<file path="src/rtl/audio_pkg.sv">
// Shared audio definitions for the codec receive and transmit paths.
package audio_pkg;

  localparam int unsigned CNT_W    = 8;
  localparam int unsigned SAMPLE_W = 16;

  // Bit sampled two clk after the bit-clock rising edge.
  localparam logic [2:0]       CAPTURE_PHASE = 3'b110;
  // Last capture cycle of a stereo frame (final right-channel bit).
  localparam logic [CNT_W-1:0] FRAME_END     = 8'hFE;

  typedef enum logic {
    IDLE = 1'b0,
    RUN  = 1'b1
  } audio_state_e;

endpackage

</file>
<file path="src/rtl/mic_control_sync_2ff.sv">
// Two-flop synchronizer bringing the asynchronous codec data into the clk domain.
module sync_2ff (
  input  logic clk,
  input  logic rst_n,
  input  logic d,
  output logic q
);

  logic [1:0] sync_q;
  logic [1:0] sync_d;

  // Shift the raw input through two stages.
  always_comb begin
    sync_d = {sync_q[0], d};
  end

  // Synchronizer stages.
  always_ff @(posedge clk or negedge rst_n) begin
    if (!rst_n) sync_q <= '0;
    else        sync_q <= sync_d;
  end

  assign q = sync_q[1];

endmodule

</file>
<file path="src/rtl/mic_control.sv">
// Codec master-mode receiver: generates bit/word clocks from a frame counter,
// deserialises MSB-first left/right samples and hands out stereo pairs with a
// valid/ack handshake and sticky overrun flag.
module mic_control
  import audio_pkg::*;
(
  input  logic                clk,
  input  logic                rst_n,
  input  logic                en,
  output logic                audio_appsel,
  output logic                audio_sysclk,
  output logic                audio_bck,
  output logic                audio_ws,
  input  logic                audio_data,
  output logic [SAMPLE_W-1:0] audio_left,
  output logic [SAMPLE_W-1:0] audio_right,
  output logic                sample_valid,
  input  logic                sample_ack,
  output logic                overrun,
  input  logic                overrun_clr
);

  audio_state_e        state_q, state_d;
  logic [CNT_W-1:0]    cnt_q, cnt_d;
  logic [SAMPLE_W-1:0] left_sh_q, left_sh_d;
  logic [SAMPLE_W-1:0] right_sh_q, right_sh_d;
  logic [SAMPLE_W-1:0] left_q, left_d;
  logic [SAMPLE_W-1:0] right_q, right_d;
  logic                done_q, done_d;
  logic                discard_q, discard_d;
  logic                valid_q, valid_d;
  logic                ovr_q, ovr_d;
  logic                data_sync;
  logic                capture;
  logic                update;

  sync_2ff u_sync (
    .clk   (clk),
    .rst_n (rst_n),
    .d     (audio_data),
    .q     (data_sync)
  );

  // State follows en; the counter advances on every clk that ends in RUN.
  always_comb begin
    state_d = state_q;
    case (state_q)
      IDLE:    if (en)  state_d = RUN;
      RUN:     if (!en) state_d = IDLE;
      default: state_d = IDLE;
    endcase
    cnt_d = (state_d == RUN) ? cnt_q + CNT_W'(1) : '0;
  end

  assign capture = (state_q == RUN) && en && (cnt_q[2:0] == CAPTURE_PHASE);
  assign update  = done_q && en && !discard_q;

  // Deserialise into the channel selected by the word clock; flag frame end.
  always_comb begin
    left_sh_d  = left_sh_q;
    right_sh_d = right_sh_q;
    done_d     = 1'b0;
    if (capture) begin
      if (!cnt_q[CNT_W-1]) left_sh_d  = {left_sh_q[SAMPLE_W-2:0], data_sync};
      else                 right_sh_d = {right_sh_q[SAMPLE_W-2:0], data_sync};
      done_d = (cnt_q == FRAME_END);
    end
  end

  // Output pair, handshake and overrun; an update beats a same-cycle ack.
  always_comb begin
    left_d    = update ? left_sh_q  : left_q;
    right_d   = update ? right_sh_q : right_q;
    discard_d = discard_q;
    if (!en)         discard_d = 1'b1;
    else if (done_q) discard_d = 1'b0;
    valid_d = valid_q;
    if (sample_ack) valid_d = 1'b0;
    if (update)     valid_d = 1'b1;
    if (!en)        valid_d = 1'b0;
    ovr_d = ovr_q;
    if (overrun_clr)                       ovr_d = 1'b0;
    if (update && valid_q && !sample_ack) ovr_d = 1'b1;
  end

  // All state registers.
  always_ff @(posedge clk or negedge rst_n) begin
    if (!rst_n) begin
      state_q    <= IDLE;
      cnt_q      <= '0;
      left_sh_q  <= '0;
      right_sh_q <= '0;
      left_q     <= '0;
      right_q    <= '0;
      done_q     <= 1'b0;
      discard_q  <= 1'b1;
      valid_q    <= 1'b0;
      ovr_q      <= 1'b0;
    end else begin
      state_q    <= state_d;
      cnt_q      <= cnt_d;
      left_sh_q  <= left_sh_d;
      right_sh_q <= right_sh_d;
      left_q     <= left_d;
      right_q    <= right_d;
      done_q     <= done_d;
      discard_q  <= discard_d;
      valid_q    <= valid_d;
      ovr_q      <= ovr_d;
    end
  end

  assign audio_appsel = 1'b1;
  assign audio_sysclk = clk;
  assign audio_bck    = cnt_q[2];
  assign audio_ws     = cnt_q[CNT_W-1];
  assign audio_left   = left_q;
  assign audio_right  = right_q;
  assign sample_valid = valid_q;
  assign overrun      = ovr_q;

endmodule

</file>
<file path="config.mk">
export PLATFORM = sky130hd
export DESIGN_NAME = mic_control
export DESIGN_NICKNAME = d
export VERILOG_FILES = /design/src/rtl/audio_pkg.sv /design/src/rtl/mic_control_sync_2ff.sv /design/src/rtl/mic_control.sv
export SDC_FILE = /design/constraint.sdc
export NUM_CORES = 1
export LEC_CHECK = 0
export ABC_AREA = 1
export BUFFER_PORTS_ARGS = -buffer_cell sky130_fd_sc_hd__buf_4
export CORE_MARGIN = 4
export CORE_UTILIZATION = 55
export DETAILED_ROUTE_END_ITERATION = 6
export GPL_ROUTABILITY_DRIVEN = 0
export PLACE_DENSITY = 0.74
export SYNTH_ARGS = -nofsm -noshare
export SYNTH_HDL_FRONTEND = slang
export SYNTH_SLANG_ARGS = --single-unit
</file>
<file path="constraint.sdc">
create_clock -name clk -period 1.6 [get_ports clk]
set_input_delay 0.32 -clock clk [delete_from_list [all_inputs] [get_ports clk]]
set_output_delay 0.32 -clock clk [all_outputs]
set_load 0.02 [all_outputs]
</file>
==> results of run 1 <==
-- per-layer routing --
layer,vias to the layer above,track usage,wire length [µm]
met4,0,0.09496,111
met5,-,0,0
met1,935,0.2167,2507
met2,37,0.2439,2321
met3,13,0.03533,243
li1,1065,-,-
-- path summary, 6_finish.rpt --
check	slack, ns	from	cells after the start	endpoint
hold / removal	0.07	en	1	state_q$_DFF_PN0_
setup reg to reg	0.14	cnt_q[0]$_DFF_PN0_	7	right_sh_q[3]$_DFFE_PN0P_
min in group asynchronous	0.32	rst_n	2	audio_left[1]$_DFFE_PN0N_
max in group asynchronous	0.72	rst_n	3	discard_q$_DFFE_PN1P_
setup / recovery	0.11	clk	3	audio_sysclk
hold reg to reg	0.35	u_sync.sync_q[0]$_DFF_PN0_	0	u_sync.sync_q[1]$_DFF_PN0_
-- kinds of logic (layout without fill, tap and decap cells) --
logic type                 after synthesis  count (layout)
AOI/OAI and AO/OA                       73              73
and+or+nand+nor                         97              97
xor gates and xnor gates                 1               1
other                                    1               1
adders and majority gates                2               2
DFF                                     79              79
buffers and inverters                   56             109
-- through the flow --
stage | power, mW | std cells | cell area [µm²] | utilization
2_1_floorplan | 2.158 | 309 | 3214 | -
3_3_place_gp | 2.224 | 413 | 3540 | 0.6350
3_5_place_dp | 2.227 | 413 | 3540 | 0.6350
4_1_cts | 4.058 | 434 | 3825 | 0.6862
5_1_grt | 4.170 | 434 | 3825 | 0.6862
6_report | 4.003 | 434 | 3825 | 0.6862
-- registers in the layout, summed over array words and instances (netlist names) --
signal	flops
left_sh_q	16
cnt_q	8
audio_right	16
right_sh_q	16
sample_valid	1
state_q	1
audio_left	16
u_sync.sync_q	2
discard_q	1
overrun	1
done_q	1
-- power breakdown --
group          switching, mW  internal (mW)  total [mW]
clock network          0.734           1.15        1.89
logic                 0.0660         0.0307      0.0967
registers            0.00984           2.01        2.02
total                  0.810           3.19        4.00
-- worst max-delay path, stage by stage --
cell and delay (ns):
sky130_fd_sc_hd__clkbuf_8 0.11, sky130_fd_sc_hd__clkbuf_8 0.12, sky130_fd_sc_hd__buf_4 0.15
-- synthesized netlist by cell type, types with 2 or more instances --
cell,count,share of area
sky130_fd_sc_hd__nand2_1,75,0.088
sky130_fd_sc_hd__o21ai_1,10,0.016
sky130_fd_sc_hd__dfrtp_1,78,0.61
sky130_fd_sc_hd__clkbuf_1,2,0.0023
sky130_fd_sc_hd__o21ai_2,32,0.087
sky130_fd_sc_hd__buf_6,10,0.035
sky130_fd_sc_hd__nand3_1,4,0.0062
sky130_fd_sc_hd__nand2_4,2,0.0070
sky130_fd_sc_hd__nor2_1,12,0.014
sky130_fd_sc_hd__a21oi_1,3,0.0047
sky130_fd_sc_hd__inv_1,41,0.048
sky130_fd_sc_hd__buf_4,3,0.0070
sky130_fd_sc_hd__ha_1,2,0.0078
sky130_fd_sc_hd__o21ai_0,26,0.040
-- area by class of cell --
| cell class | count | area (µm²) | share of cell area |
|---|---|---|---|
| clock buffers | 17 | 207.7 | 0.05430 |
| clock inverters | 3 | 65.06 | 0.01701 |
| inverters | 41 | 153.9 | 0.04024 |
| multi-input cells | 174 | 939.7 | 0.2457 |
| flip-flops and latches | 79 | 1978 | 0.5172 |
| well taps | 72 | 90.09 | 0.02355 |
| repair buffers | 48 | 390.4 | 0.1021 |
-- what timing repair did --
action / 4_1_cts / 5_1_grt
hold buffers: 2 / 0
gates resized for setup: 0 / 0
endpoints found under the hold margin: 22 / 0
endpoints found under the setup margin: 0 / 7
==> flow_summary.toml, run 1 <==
[run_status]
run_status = "completed"

[global_route]
grt_first_pass_wirelength_um = 9204
gr-total-overflow = 0
largest_net_degree_at_the_start_of_global_routing = 49
track_usage = 0.1618
antenna_found_initial = 0
via_count_of_the_first_global_routing_pass = 2010

[timing]
final_max_slew_viol_count = 0
fin_skew_ns = 0.01155
fin_ws_ns = 0.1107
rsz0062_at_grt = "true"
setup-tns-final_ns = 0
hold_ws_ns = 0.06722
timing.final.setup_violations = 0
final_hold_viol_count = 0

[cts]
postCtsSetupBuffers = 0
tritoncts = "done"
clock_latency_ns = 0.44
worst_setup_hold_path_clk_slew_ns = 0.07

[yosys]
share_of_synthesized_area_spent_on_multiplexers = 0
yosys_warnings = 0
synth-edff-count = 0
synth.ff_latch_count = 79
share_of_synthesized_area_occupied_by_flip_flops_and_latches = 0.6154
synthesis.instances = 309
syn_area_um2 = 3214
dominantRegCellSynth = "sky130_fd_sc_hd__dfrtp_1"
synth_simple_gate_area_share = 0.1285
synth_xor_area_frac = 0.002725
post_synth.cell_area_avg_um2 = 10.40
largest_family_of_logic_cells_by_synthesized_area = "compound AO/OA/AOI/OAI gates"
synth_cell_types = 23
syn-num-nets = 317
synth-async-reset-ratio = 1.000
post_synthesis_compound_gate_area_fraction = 0.1522
synth_fa_ha_area_frac = 0.007785

[finish]
n_fill_cell = 443
layout.cells.most_common_list = "78 x sky130_fd_sc_hd__dfrtp_1, 75 x sky130_fd_sc_hd__nand2_1, 45 x sky130_fd_sc_hd__buf_4"
areaGrowthSynthToFinish_pct = 19.00
final_common_cell = "sky130_fd_sc_hd__dfrtp_1"
num_antenna_cells = 0
drive_gt1_frac = 0.2845
design.final.nets = 365

[power]
powerDensity_nw_per_um2 = 1047
vdd.ir_drop.worst_uv = 870.9
leakage_nw = 1.798

[die]
floorplan.initialDensity = 0.5767
design.die.area_um2 = 7131
design.core.area_um2 = 5574
boundaryPins = 44
die_width_um = 84.45
die_height_um = 84.45
num_rows = 27

[worst_setup_path]
worstSetupPathType = "clock port to output port"
cp-start-kind = "clock port"
worstPathArrival_ns = 1.17
critPathCaptureType = "output port"
crit_path_max_fanout = 2
worstPathRequired_ns = 1.28

[detailed_routing]
detail_route.first_pass.iterations = 4
drt_first_iter_violations = 111
vias_per_cell = 4.724
antenna_left = 0
wire_per_inst_um = 11.94
drcViolationCount = 0
totalWireLength_um = 5183
via_count = 2050

[hold_path]
worstHoldPathType = "input pin to flip-flop"

[placed_design]
place_ws_ns = 0.1355
port_buffers = 42
dp_hpwl_um = 3436

[job]
cap_viol_max_count = 0
Power figures use the tool's default switching activity.
==> run 2, diff against run 1 <==
- BUFFER_PORTS_ARGS: -buffer_cell sky130_fd_sc_hd__buf_4 -> unset
- CORE_UTILIZATION: 55 -> 35
- DONT_BUFFER_PORTS: unset -> 1
- PLACE_DENSITY: 0.74 -> 0.46
- SYNTH_HIERARCHICAL: unset -> 1
==> flow_summary.toml, run 2 <==
[run_status]
run_status = "finished, violations left"
violations_in_the_final_reports = "negative hold slack"

[timing]
finalCritPeriodShare = 0.9423
final_max_slew_viol_count = 0
post-route-min-period_ns = 1.508
timing.final.setup_violations = 0
final_hold_viol_count = 79
fmax_ghz = 0.6632
fin_ws_ns = 0.09224
hold_ws_ns = -0.3342
fin_skew_ns = 0.009346

[detailed_routing]
wire_per_inst_um = 12.81
vias_per_cell = 4.550
totalWireLength_um = 5472
drcViolationCount = 0
drt_first_iter_violations = 62
antenna_left = 0
detail_route.first_pass.iterations = 4
via_count = 1943

[placed_design]
placed_area_um2 = 3242
port_buffers = 0
place_ws_ns = 0.06236
placed_cells = 406
dp_hpwl_um = 3267

[yosys]
synth_commonest_cells = "78 x sky130_fd_sc_hd__dfrtp_1, 78 x sky130_fd_sc_hd__nand2_1, 41 x sky130_fd_sc_hd__inv_1"
syn_area_um2 = 3197
synth-edff-count = 0
synth_xor_area_frac = 0.002740
synth-async-reset-ratio = 1.000
synth_top_cell_by_area = "sky130_fd_sc_hd__dfrtp_1"
synthesis.instances = 311
synth_simple_gate_area_share = 0.1354
yosys_warnings = 6
synth.ff_latch_count = 79
largest_family_of_logic_cells_by_synthesized_area = "compound AO/OA/AOI/OAI gates"
synth_fa_ha_area_frac = 0.007828
syn-num-nets = 319
share_of_synthesized_area_occupied_by_flip_flops_and_latches = 0.6188
post_synth.cell_area_avg_um2 = 10.28
dominantRegCellSynth = "sky130_fd_sc_hd__dfrtp_1"
yosys-top-cells-area = "sky130_fd_sc_hd__dfrtp_1 61%, sky130_fd_sc_hd__nand2_1 9.2%, sky130_fd_sc_hd__o21ai_2 8.8%"
share_of_synthesized_area_spent_on_multiplexers = 0
post_synthesis_compound_gate_area_fraction = 0.1468
synth_cell_types = 25
synth_top_area_frac = 0.6106

[worst_setup_path]
critPathCaptureType = "output port"
crit_end = "audio_ws"
cp-start-kind = "flip-flop"
worstRegToRegCells = 8
worstPathBufferInverterCount = 1
worstPathRequired_ns = 1.28
r2r-start = "cnt_q[0]$_DFF_PN0_"
largest_delay_contributor_family_on_the_critical_path = "flip-flops"
worstSetupPathType = "flip-flop to output port"
worstPathArrival_ns = 1.19
timing.critical_path.slowest_cell_delay_ns = 0.61
critPathLaunch = "cnt_q[7]$_DFF_PN0_"
crit_cells = 1
crit_slowest_cell = "sky130_fd_sc_hd__dfrtp_1"
crit_path_max_fanout = 4
r2r_slack_ns = 0.12
worstReg2RegEnd = "left_sh_q[0]$_DFFE_PN0P_"
crit_path_cell_trace = "buf_4"

[finish]
areaGrowthSynthToFinish_pct = 10.29
num_antenna_cells = 0
layout.cells.most_common_list = "78 x sky130_fd_sc_hd__nand2_1, 78 x sky130_fd_sc_hd__dfrtp_1, 41 x sky130_fd_sc_hd__inv_1"
design.final.nets = 322
layout.cell_area.non_filler_um2 = 3526
final_cells = 427
drive_gt1_frac = 0.1881

[power]
powerDensity_nw_per_um2 = 1002
pwr-share-clk = 0.418
seq_pwr_share = 0.570
power_switching_share = 0.2109
vdd.ir_drop.worst_uv = 492.5
internal_power_mw = 2.787
p_sw_mw = 0.7447
power_frac_comb = 0.011
leakage_nw = 1.551

[global_route]
track_usage = 0.1076
antenna_found_initial = 0
gr-total-overflow = 0
largest_net_degree_at_the_start_of_global_routing = 80
via_count_of_the_first_global_routing_pass = 1983
grt_first_pass_wirelength_um = 9459

[die]
die_width_um = 103.6
boundaryPins = 44
die_height_um = 103.6
design.die.area_um2 = 10730
num_rows = 34
floorplan.initialDensity = 0.3630
design.core.area_um2 = 8806

[cts]
cts-buffers-inserted = 9
cts-root-to-sink-buffers = 2
tritoncts = "done"
tritoncts_num_sinks = 79
cts.hold.buffers_added = 2
worst_setup_hold_path_clk_slew_ns = 0.08
clock_tree.htree_level_count = 3
clock_latency_ns = 0.34
root_buffer = "sky130_fd_sc_hd__clkbuf_8"

[job]
cap_viol_max_count = 0

[hold_path]
worstHoldPathType = "input pin to asynchronous set/reset pin"
-- run 2: cell types whose count changed after synthesis, sizes merged --
cell / before / now
o21bai: 1 / 0
o211ai: 0 / 1
nand4: 0 / 1
a21oi: 3 / 1
o21ai: 68 / 66
nor2: 13 / 15
nand2: 78 / 81
clkbuf: 2 / 3
nand3: 5 / 4
-- run 2: how the worst min path moves through the flow --
stage / from / slack [ns] / end / cells after the start
3_3_place_gp: rst_n / 0.03 / cnt_q[3]$_DFF_PN0_ / 0
5_1_grt: rst_n / -0.37 / right_sh_q[7]$_DFFE_PN0P_ / 0
4_1_cts: rst_n / -0.36 / audio_left[2]$_DFFE_PN0N_ / 0
3_5_place_dp: rst_n / 0.03 / cnt_q[3]$_DFF_PN0_ / 0
2_1_floorplan: rst_n / 0.02 / audio_left[0]$_DFFE_PN0N_ / 0
6_report: rst_n / -0.33 / audio_left[3]$_DFFE_PN0N_ / 0
-- run 2: routing by layer --
| metal | GRT usage | wire length [µm] | vias up |
|---|---|---|---|
| met1 | 0.1385 | 2748 | 916 |
| met4 | 0.03989 | 89 | 0 |
| met2 | 0.1621 | 2329 | 37 |
| met3 | 0.04540 | 305 | 9 |
| met5 | 0 | 0 | - |
| li1 | - | - | 981 |
-- run 2: worst register-to-register path, delay by kind of cell (launching register included) --
family | cells | cell delay [ns]
fa+ha+maj | 1 | 0.18
simple gates | 4 | 0.52
flops | 1 | 0.41
buf+inv | 2 | 0.22
compound gates | 1 | 0.05
-- run 2: power groups by stage --
stage                     registers, mW  logic, mW  clock network [mW]
final                              2.01     0.0397                1.48
after global routing               2.02     0.0470                1.64
after CTS                          2.01     0.0399                1.55
after detailed placement           2.05     0.0362                   0
after global placement             2.05     0.0357                   0
after floorplan                    2.06     0.0313              0.0730
-- run 2: cells by family after synthesis --
logic type	after synthesis
other	1
adder cells (fa/ha/maj)	2
AND/OR/NAND/NOR	102
flip-flops	79
buffers and inverters	57
AO/OA/AOI/OAI	69
XOR/XNOR	1
-- run 2: what timing repair did --
| action | CTS | global route |
|---|---|---|
| gates resized for setup | 0 | 3 |
| endpoints found under the setup margin | 0 | 32 |
| endpoints found under the hold margin | 81 | 79 |
| buffers inserted | 0 | 2 |
-- run 2: metrics by stage --
stage | setup TNS, ns | total power [mW] | utilization | hold WS, ns
finish | 0 | 3.532 | 0.4004 | -0.3342
global route | -0.02817 | 3.702 | 0.4004 | -0.3653
CTS | 0 | 3.608 | 0.3930 | -0.3574
detailed placement | 0 | 2.091 | 0.3681 | 0.02784
global placement | 0 | 2.090 | 0.3681 | 0.02809
floorplan | 0 | 2.161 | - | 0.02441
-- run 2: final cells by class --
cell class | instances | area [µm²]
timing repair buffer | 7 | 82.58
clock buffer | 11 | 141.4
clock inverter | 5 | 57.56
fill | 897 | 5280
multi-input combinational | 176 | 977.2
inverter | 41 | 153.9
sequential | 79 | 1978
tap | 108 | 135.1
==> run 3, diff against run 2 <==
- clock period: 1.6 -> 1.9 ns (I/O delays scaled with it)
==> flow_summary.toml, run 3 (synthesis results as in run 2) <==
[placed_design]
place_ws_ns = 0.3826
port_buffers = 0
dp_hpwl_um = 3418
placed_cells = 406

[timing]
fin_skew_ns = 0.008738
rsz0062_at_grt = "false"
final_hold_viol_count = 79
hold_ws_ns = -0.2696
fin_ws_ns = 0.3814
setup-tns-final_ns = 0
fmax_ghz = 0.6585
post-route-min-period_ns = 1.519
final_max_slew_viol_count = 0
timing.final.setup_violations = 0
finalCritPeriodShare = 0.7993

[detailed_routing]
antenna_left = 0
top_layer = "met4"
drt_first_iter_violations = 78
vias_per_cell = 4.521
wire_per_inst_um = 12.67
via_count = 1908
wirelength_met1_um = 2657
dr_wl_met2_um = 2278
totalWireLength_um = 5346
detail_route.first_pass.iterations = 4
drcViolationCount = 0
detailroute.wirelength.met3_um = 279

[job]
cap_viol_max_count = 0

[power]
leakage_nw = 1.554
totalPowerFinal_mw = 3.104
powerDensity_nw_per_um2 = 892.8
vdd.ir_drop.worst_uv = 393.1

[die]
die_height_um = 103.6
die_width_um = 103.6
design.core.area_um2 = 8806
design.die.area_um2 = 10730
num_rows = 34
floorplan.initialDensity = 0.3630
boundaryPins = 44

[cts]
tritoncts_num_sinks = 79
root_buffer = "sky130_fd_sc_hd__clkbuf_8"
tritoncts = "done"
cts-buffers-inserted = 9
cts-root-to-sink-buffers = 2
clock_tree.htree_level_count = 3
worst_setup_hold_path_clk_slew_ns = 0.08
clock_latency_ns = 0.34

[worst_setup_path]
cp-start-kind = "flip-flop"
worstSetupPathType = "flip-flop to flip-flop"
r2r_slack_ns = 0.38
critPathCaptureType = "flip-flop"
r2r-start = "cnt_q[0]$_DFF_PN0_"
worstPathRequired_ns = 2.12
worstRegToRegCells = 7
worstReg2RegEnd = "right_sh_q[6]$_DFFE_PN0P_"
worstPathArrival_ns = 1.74
crit_path_max_fanout = 33

[finish]
design.final.nets = 317
areaGrowthSynthToFinish_pct = 8.767
layout.cells.most_common_list = "78 x sky130_fd_sc_hd__nand2_1, 78 x sky130_fd_sc_hd__dfrtp_1, 41 x sky130_fd_sc_hd__inv_1"
n_fill_cell = 888
area_of_the_multi_input_gates_um2 = 939.7
drive_gt1_frac = 0.1815
num_antenna_cells = 0
final_cells = 422
flip_flop_and_latch_area_um2 = 1978

[hold_path]
worstHoldPathType = "input pin to asynchronous set/reset pin"

[global_route]
track_usage = 0.1075
grt_first_pass_wirelength_um = 9252
largest_net_degree_at_the_start_of_global_routing = 80
gr-total-overflow = 0
via_count_of_the_first_global_routing_pass = 1891
antenna_found_initial = 0

[run_status]
run_status = "finished, violations left"
violations_in_the_final_reports = "negative hold slack"
## run 3: changes by cell type in the layout (fill, tap and decap cells not counted), sizes merged
| cell | previous run | this run |
|---|---|---|
| dlygate4sd3 | 2 | 0 |
| buf | 5 | 3 |
| clkinv | 4 | 2 |
| nand2 | 82 | 81 |
| bufinv | 1 | 2 |
| clkinvlp | 0 | 1 |
## run 3: worst max-delay path, cell delays in order (launching register included)
cell	delay (ns)
sky130_fd_sc_hd__dfrtp_1	0.41
sky130_fd_sc_hd__inv_1	0.09
sky130_fd_sc_hd__ha_1	0.17
sky130_fd_sc_hd__nand2_1	0.09
sky130_fd_sc_hd__nor2_4	0.14
sky130_fd_sc_hd__nand2_4	0.26
sky130_fd_sc_hd__nand2_1	0.17
sky130_fd_sc_hd__o21ai_2	0.06
## run 3: worst max-delay path by stage
stage / start / endpoint / slack, ns
2_1_floorplan: clk / audio_sysclk / 0.44
3_3_place_gp: cnt_q[0]$_DFF_PN0_ / right_sh_q[14]$_DFFE_PN0P_ / 0.41
3_5_place_dp: cnt_q[0]$_DFF_PN0_ / right_sh_q[6]$_DFFE_PN0P_ / 0.38
4_1_cts: cnt_q[0]$_DFF_PN0_ / right_sh_q[6]$_DFFE_PN0P_ / 0.37
5_1_grt: cnt_q[0]$_DFF_PN0_ / right_sh_q[15]$_DFFE_PN0P_ / 0.22
6_report: cnt_q[0]$_DFF_PN0_ / right_sh_q[6]$_DFFE_PN0P_ / 0.38
## run 3: repair_timing
| action | 4_1_cts | 5_1_grt |
|---|---|---|
| setup buffers | 0 | 0 |
| resized for setup | 0 | 0 |
| setup endpoints to repair | 0 | 0 |
| endpoints found under the hold margin | 79 | 79 |
## run 3: final cells by class
type / instances / area share
inverter: 41 / 0.04426
sequential: 79 / 0.5689
clock buffer: 11 / 0.04066
tap: 108 / 0.03886
timing repair buffer: 3 / 0.01367
clock inverter: 5 / 0.02339
multi-input combinational: 175 / 0.2702
## run 3: metal layers
layer | global-route usage | vias up
li1 | - | 961
met1 | 0.1379 | 901
met2 | 0.1579 | 37
met3 | 0.04042 | 9
met4 | 0.05698 | 0
met5 | 0 | -
## run 3: power by group
part           total, mW  switching [mW]  internal, mW
Combinational     0.0293          0.0193       0.00998
Sequential          1.70         0.00690          1.69
Clock               1.38           0.601         0.777
Total               3.10           0.628          2.48
## run 3: stage by stage
stage / cell area (µm²) / utilization
6_report: 3477 / 0.3949
5_1_grt: 3477 / 0.3949
4_1_cts: 3477 / 0.3949
3_5_place_dp: 3254 / 0.3696
3_3_place_gp: 3254 / 0.3696
2_1_floorplan: 3197 / -
